`config.mk`:
```
export PLATFORM = sky130hd
export DESIGN_NAME = fetch_stage
export DESIGN_NICKNAME = d
export VERILOG_FILES = /design/src/rtl/fetch_stage.sv
export SDC_FILE = /design/constraint.sdc
export NUM_CORES = 1
export LEC_CHECK = 0
export ABC_AREA = 1
export BUFFER_PORTS_ARGS = -buffer_cell sky130_fd_sc_hd__buf_4
export CAP_MARGIN = 0
export CORE_AREA = 3 3 133 199
export CTS_CLUSTER_DIAMETER = 100
export DETAILED_ROUTE_END_ITERATION = 7
export DIE_AREA = 0 0 136 202
export PLACE_DENSITY = 0.62
export SLEW_MARGIN = 20
export SYNTH_ARGS = -nofsm -noshare
export SYNTH_HDL_FRONTEND = slang
export SYNTH_SLANG_ARGS = --single-unit
```
`constraint.sdc`:
```
create_clock -name CLK -period 1.9 [get_ports CLK]
set_input_delay 0.38 -clock CLK [delete_from_list [all_inputs] [get_ports CLK]]
set_output_delay 0.38 -clock CLK [all_outputs]
set_load 0.05 [all_outputs]
```
`src/rtl/fetch_stage.sv`:
```
// fetch_stage: instruction fetch stage with IF/ID latch and one-word skid buffer.
//
// Ports
//   CLK, nRST          clock; synchronous active-low reset
//   ihit, imemload     instruction memory handshake and returned word
//   imemREN, imemaddr  read request and fetch address (the PC register)
//   ifid_en            hazard-unit enable for the IF/ID latch
//   ifid_flush         hazard-unit flush of the IF/ID latch (bubble insert)
//   pcpause            hazard-unit PC hold
//   redirect, redirect_addr  taken branch/jump and its target
//   halt               halt committed downstream; freezes fetch until reset
//   ifid_instr, ifid_npc, ifid_valid  IF/ID latch contents
//   ifid_op, ifid_rs, ifid_rt         decoded fields of ifid_instr
//   bubble_cnt         saturating count of fetch-miss bubbles
module fetch_stage #(
  parameter logic [31:0] PC_INIT = 32'h0000_0000
) (
  input  logic        CLK,
  input  logic        nRST,
  input  logic        ihit,
  input  logic [31:0] imemload,
  output logic        imemREN,
  output logic [31:0] imemaddr,
  input  logic        ifid_en,
  input  logic        ifid_flush,
  input  logic        pcpause,
  input  logic        redirect,
  input  logic [31:0] redirect_addr,
  input  logic        halt,
  output logic [31:0] ifid_instr,
  output logic [31:0] ifid_npc,
  output logic        ifid_valid,
  output logic [5:0]  ifid_op,
  output logic [4:0]  ifid_rs,
  output logic [4:0]  ifid_rt,
  output logic [15:0] bubble_cnt
);

  typedef enum logic [1:0] {RUN, HOLD, HALTED} state_t;

  state_t      state, state_n;
  logic [31:0] pc, pc_n, pc_inc;
  logic [31:0] buf_instr, buf_instr_n;
  logic [31:0] buf_npc, buf_npc_n;
  logic [31:0] instr_n, npc_n;
  logic        valid_n;
  logic [15:0] cnt_n;

  function automatic logic [15:0] sat_inc16(input logic [15:0] v);
    return (v == 16'hFFFF) ? v : v + 16'd1;
  endfunction

  assign imemREN  = (state == RUN);
  assign imemaddr = pc;
  assign ifid_op  = ifid_instr[31:26];
  assign ifid_rs  = ifid_instr[25:21];
  assign ifid_rt  = ifid_instr[20:16];
  assign pc_inc   = pc + 32'd4;

  always_comb begin
    state_n     = state;
    pc_n        = pc;
    buf_instr_n = buf_instr;
    buf_npc_n   = buf_npc;
    instr_n     = ifid_instr;
    npc_n       = ifid_npc;
    valid_n     = ifid_valid;
    cnt_n       = bubble_cnt;
    case (state)
      RUN: begin
        if (halt) begin
          state_n = HALTED;
        end else if (redirect) begin
          pc_n        = redirect_addr;
          buf_instr_n = '0;
          buf_npc_n   = '0;
        end else if (ihit && ifid_en && !pcpause) begin
          pc_n    = pc_inc;
          instr_n = imemload;
          npc_n   = pc_inc;
          valid_n = 1'b1;
        end else if (ihit && !ifid_en && !pcpause) begin
          // Latch is stalled but memory answered: park the word, keep fetching order.
          buf_instr_n = imemload;
          buf_npc_n   = pc_inc;
          pc_n        = pc_inc;
          state_n     = HOLD;
        end else if (ifid_en) begin
          // Miss or PC pause with an open latch: insert a counted bubble.
          instr_n = '0;
          npc_n   = '0;
          valid_n = 1'b0;
          cnt_n   = sat_inc16(bubble_cnt);
        end
      end
      HOLD: begin
        if (halt) begin
          state_n = HALTED;
        end else if (redirect) begin
          pc_n        = redirect_addr;
          buf_instr_n = '0;
          buf_npc_n   = '0;
          state_n     = RUN;
        end else if (ifid_en) begin
          instr_n = buf_instr;
          npc_n   = buf_npc;
          valid_n = 1'b1;
          state_n = RUN;
        end
      end
      default: ;
    endcase
    // Flush wins over any latch load in every state, but is not a counted bubble.
    if (ifid_flush) begin
      instr_n = '0;
      npc_n   = '0;
      valid_n = 1'b0;
    end
  end

  always_ff @(posedge CLK) begin
    if (!nRST) begin
      state      <= RUN;
      pc         <= PC_INIT;
      buf_instr  <= '0;
      buf_npc    <= '0;
      ifid_instr <= '0;
      ifid_npc   <= '0;
      ifid_valid <= 1'b0;
      bubble_cnt <= '0;
    end else begin
      state      <= state_n;
      pc         <= pc_n;
      buf_instr  <= buf_instr_n;
      buf_npc    <= buf_npc_n;
      ifid_instr <= instr_n;
      ifid_npc   <= npc_n;
      ifid_valid <= valid_n;
      bubble_cnt <= cnt_n;
    end
  end

endmodule
```
# Yosys cells after proc, flatten, opt, wreduce, memory -nomap -nowiden
# Index checks and enable logic that the tools add are counted.
[totals] word_cells=98 out_inout_bits=130 ff_bits=179 input_bits=72
[op_classes] muxes=51 eq_ne=17 n_addsub=2 bitwise=6 n_reduce_logical=14
[ops] cell="2-to-1 mux 32 bit" count=29
[ops] cell="one-hot mux 32 bit (2 select lines)" count=5
[ops] cell="adder 32 x 3 -> 32 bit (second input constant)" count=1
[ops] cell="adder 16 x 1 -> 16 bit (second input constant)" count=1
[ops] cell="== test 16 bit (second input constant)" count=1
[ops] cell="2-to-1 mux 2 bit" count=7
[ops] cell="inequality test 2 bit (second input constant)" count=6
[ops] cell="AND reduction 5 bit" count=2
[ops] cell="inequality test 3 x 1 -> 1 bit (second input constant)" count=3
[ops] cell="inequality test 3 bit (second input constant)" count=3
[ops] cell="2-to-1 mux 1 bit" count=8
[ops] cell="AND reduction 8 bit" count=1
[ops] cell="AND reduction 7 bit" count=1
[ops] cell="inverter 1 bit" count=6
[ops] cell="AND reduction 6 bit" count=1
[ops] cell="logical AND 1 bit" count=4
[ops] cell="inequality test 4 x 1 -> 1 bit (second input constant)" count=1
[ops] cell="inequality test 4 bit (second input constant)" count=1
[ops] cell="one-hot mux 2 bit (2 select lines)" count=1
[ops] cell="inequality test 3 x 2 -> 1 bit (second input constant)" count=1
[ops] cell="== test 2 x 1 -> 1 bit (second input constant)" count=1
[ops] cell="zero test 1 bit" count=2
[ops] cell="zero test 2 bit" count=1
[ops] cell="one-hot mux 1 bit (2 select lines)" count=1
[ops] cell="other kinds (2)" count=2

# Logic depth before layout (Yosys ltp)
[depth] depth_word=8 mapped_depth=11 ltp_nobuf=10

# Worst setup path before layout
# OpenSTA, ideal clock, no wires.
[synth_timing] path_kind="reg-to-reg" from="register bubble_cnt[1]" to="register bubble_cnt[1]" synth_period_minus_slack_ps=1896 t_arrival_ps=1781 required_time_ps=1784 n_path_buf=1 setup_ps=116 path_slack_ps=4 stages_incl_launch_ff=12 path_cell_list="dfxtp_1 > ha_1 > inv_1 > nor2_2 > nand2_2 > inv_2 > nand3_2 > inv_1 > nor2_4 > buf_2 > nor2_1 > nor2_1"
[synth_via] elab_chain_cells=3 elab_cells_between_ends=4 cone_classes="add/sub: 1; eq/ne: 1; bitwise: 1; reduce/logical: 1"
[synth_lines] element="start: declaration" line="36" source="output logic [15:0] bubble_cnt"
[synth_lines] element="start signal: assignment" line="139" source="bubble_cnt <= cnt_n;"
[synth_lines] element="parallel branches: the longest is 3 deep, another holds adder 16 x 1 -> 16 bit"
# Several ways; the timed one is not identified.
# A chain may end at the register's enable or synchronous reset.

# Worst setup path in the final report
[layout_timing] from="register pc[5], in the netlist imemaddr[5]" to="register buf_npc[11]"
[layout_via] elab_chain_cells=6
[layout_lines] element="start: declaration" line="42" source="logic [31:0] pc, pc_n, pc_inc;"
[layout_lines] element="start signal: assignment" line="133" source="pc <= pc_n;"
[layout_lines] element="adder 32 x 3 -> 32 bit" line="58" source="assign pc_inc = pc + 32'd4;"
[layout_lines] element="2-to-1 mux 32 bit" line="82" source="end else if (ihit && !ifid_en && !pcpause) begin"
[layout_lines] element="2-to-1 mux 32 bit" line="77" source="end else if (ihit && ifid_en && !pcpause) begin"
[layout_lines] element="2-to-1 mux 32 bit" line="73" source="end else if (redirect) begin"
[layout_lines] element="2-to-1 mux 32 bit" line="71" source="if (halt) begin"
[layout_lines] element="one-hot mux 32 bit (2 select lines)" line="69" source="case (state)"
[layout_lines] element="end signal: assignment" line="135" source="buf_npc <= buf_npc_n;"
[layout_lines] element="end: declaration" line="44" source="logic [31:0] buf_npc, buf_npc_n;"
# Every way passes these cells. The select of a mux whose other input is x is not followed.

==> impl_results.md <==
- Syn-to-layout area delta: 29.3%
- Vias: 8513
- Post-route cell area: approximately 11000 um2
- Leak pwr: 4.46 nW
- Largest net degree at the start of global routing: between 60 and 70
- Reg2Reg Launch Point: imemaddr[5]
- Worst Reg2Reg Path Length in Cells: 8
- Flop-to-flop setup slack: 0.15 ns
- Worst slack, placed: 0.126 ns
- # diodes: 0
- Hold path depth: 3
- Mux share of post-synthesis cell area: 0
- Global route hottest layer: met2
- Fill cells: 2572
- F_max: 571 MHz
- Die X: 136 um
- Synth Instances: 1151
- Worst flop-to-flop path endpoint: buf_npc[11]
- Final setup TNS: 0 ns
- Pins Over Slew Limit: 0
- Count of final setup violators: 0
- Post-route DRC violation count: 0
- Gp weighted congestion: 0.862
- Hold Path End: buf_instr[5]
- Post-DP HPWL: between 15000 and 20000 um
- Startpoint types: flop
- RSZ-0062 raised after global routing: no
- Die area: 27500 um2
- Largest family of logic cells by synthesized area: compound AO/OA/AOI/OAI gates
- CTS HTree Levels: 4
- HP Class: input pin to flop
- Setup Skew: 0.00984 ns
- Initial Util: 0.334
- Net count after synthesis: 1225
- CTS Root Buffer Type: clkbuf_16
- Tmin final: 1.75 ns
- Sequential share of the synthesized area: 0.429
- Adder and majority gate portion of the synthesized area: 0.00299
- Core Area: between 20000 and 30000 um2
- Total grt overflow: 0
- Final nets: roughly 1.4k
- Avg WL per Cell: 16.8 um
- Crit path kind: flop to flop
- Antenna-violating nets left: 0
- Hold Buf Count CTS: 0
- Hold path startpoint: imemload[5]
- Initial antenna violation count: 0
- Fin worst setup slack: 0.150 ns
- Synth Area in Simple Gates: 0.211
- # port buffers: between 200 and 250
- Drt via density: 5.16
- Synth Register Bits: between 150 and 200
- XOR/XNOR Fraction of Synth Area: 0.0251
- Cell Area, Placed: between 10000 and 15000 um2
- Max-slew headroom: 0.696
- TritonCTS clock tree: done
- Vias in the first global route: 8206
- Total Routed Length: 27800 um
- Tot Pwr: 9.82 mW
- Run status: complete, no violations
- Clock latency on the worst-skew pair: ~0.44 ns
- Number of I/O pins: 202
- Mapped cell area: 8360 um2
- Pwr/cell area: 908 nW/um2
- Total GRT Usage: 0.200
- Layout cell share with drive strength beyond 1: 0.241
- Met3 Resource Use GR: 0.0354
- Postcts setup bufs: 0
- Worst-path maximum fanout: 5
- Post-synthesis compound-gate area fraction: 0.255
- Row count: between 70 and 80
- 1st-iter DRT viols: 479
- Arr. time, crit path: 2.12 ns
- Clock Path Buffers: 2
- CP required: 2.27 ns
- Fin crit share: 0.921
- Clock Pin Slew Worst Setup and Hold Paths: approximately 0.070 ns
- CTS buffer count: 17
- Number of library cell types mapped by synthesis: 37
- Synth Warn #: 0
- Endpoint class of the critical path: flop
- Slew @ Worst Pin: 0.456 ns
- Die Y-Extent: 202 um
- Syn_area_per_cell: a little over 7 um2
- VDD IR max: roughly 0.66 mV
- Final hold vios: 0
- Clk sinks: around 180
- CTS resizes: 0
- Met1 GRT Util: 0.236
- TritonRoute pass-1 iters: 5
- First-pass GRT wire length: 43700 um
- GR Util met2: 0.356
- MaxCap Viol Count: 0
[logic make-up (layout without fill, tap and decap cells)]
| logic type | count (synthesis) | count (layout) |
|---|---|---|
| compound gates | 415 | 415 |
| simple gates | 400 | 400 |
| flops | 179 | 179 |
| buf+inv | 131 | 302 |
| xor+xnor | 24 | 24 |
| fa+ha+maj | 2 | 2 |
[cell usage in the layout, fill, tap and decap left out, types with 4 or more instances in the layout]
cell type / count
a21oi_1: 249
a21oi_2: 10
buf_12: 10
buf_4: 221
bufinv_16: 5
clkbuf_16: 17
dfxtp_1: 179
inv_1: 34
inv_2: 4
nand2_1: 245
nand2_2: 8
nand3_1: 20
nand3_2: 13
nand3b_1: 8
nor2_1: 79
nor2_2: 7
nor2_4: 9
o21ai_0: 132
o21ai_1: 17
xnor2_1: 7
xor2_1: 17
[power breakdown]
| part | internal, mW | total (mW) | switching [mW] |
|---|---|---|---|
| Clock | 2.38 | 3.92 | 1.54 |
| Sequential | 3.98 | 4.18 | 0.194 |
| Combinational | 0.559 | 1.72 | 1.16 |
[critical path, stage by stage, from the launching register on]
cell     delay [ns]
dfxtp_1        0.41
buf_4          0.17
nand2_1        0.07
nor2_1         0.13
nand2_2        0.13
nor2_4         0.21
xor2_1         0.27
nand2_1        0.16
a21oi_1        0.14
[registers in the layout (all words and copies together) (netlist names)]
register / cells
buf_instr: 32
ifid_valid: 1
bubble_cnt: 16
imemaddr: 32
ifid_instr: 32
ifid_npc: 32
buf_npc: 32
state: 2
[per-layer routing]
metal | up-vias | wire (um)
met3 | 46 | 1530
met2 | 288 | 14300
li1 | 4161 | -
met5 | - | 0
met1 | 4018 | 11200
met4 | 0 | 727
[layout make-up]
| type | instances | area, um2 | share of cell area |
|---|---|---|---|
| inverter | 39 | 149 | 0.0138 |
| clock inverter | 11 | 200 | 0.0185 |
| clock buffer | 21 | 450 | 0.0417 |
| tap | 328 | 410 | 0.0379 |
| timing repair buffer | 231 | 1860 | 0.172 |
| sequential | 179 | 3580 | 0.331 |
| multi-input combinational | 841 | 4160 | 0.385 |
[through the flow]
step           hold slack (ns)   util  instances
5_1_grt                  0.182  0.432       1650
6_report                 0.192  0.432       1650
2_1_floorplan            0.439      -       1151
4_1_cts                  0.172  0.431       1650
3_5_place_dp             0.457  0.405       1618
3_3_place_gp             0.452  0.405       1618
[cell usage after synthesis, drive strengths merged]
cell | instances | area (um2)
nand3 | 33 | 230
xnor2 | 7 | 61.3
clkbuf | 40 | 151
o21ai | 150 | 754
a21oi | 259 | 1330
nand3b | 8 | 60.1
nor2 | 95 | 422
a31oi | 3 | 18.8
a211oi | 1 | 12.5
and2 | 3 | 18.8
buf | 52 | 344
nor3 | 4 | 36.3
ha | 2 | 25.0
dfxtp | 179 | 3580
or2 | 1 | 6.26
nand4 | 1 | 6.26
inv | 39 | 149
nand2 | 255 | 985
xor2 | 17 | 149
a21o | 2 | 15.0
[how the worst max path moves through the flow]
stage,startpoint,endpoint,slack [ns]
CTS,imemaddr[2],imemaddr[18],0.13
floorplan,bubble_cnt[1],bubble_cnt[1],0.004
global route,imemaddr[5],buf_npc[13],0.02
detailed placement,imemaddr[2],imemaddr[18],0.13
finish,imemaddr[5],buf_npc[11],0.15
global placement,imemaddr[3],buf_npc[11],0.17
No activity file was read; power rests on OpenSTA's default activity.
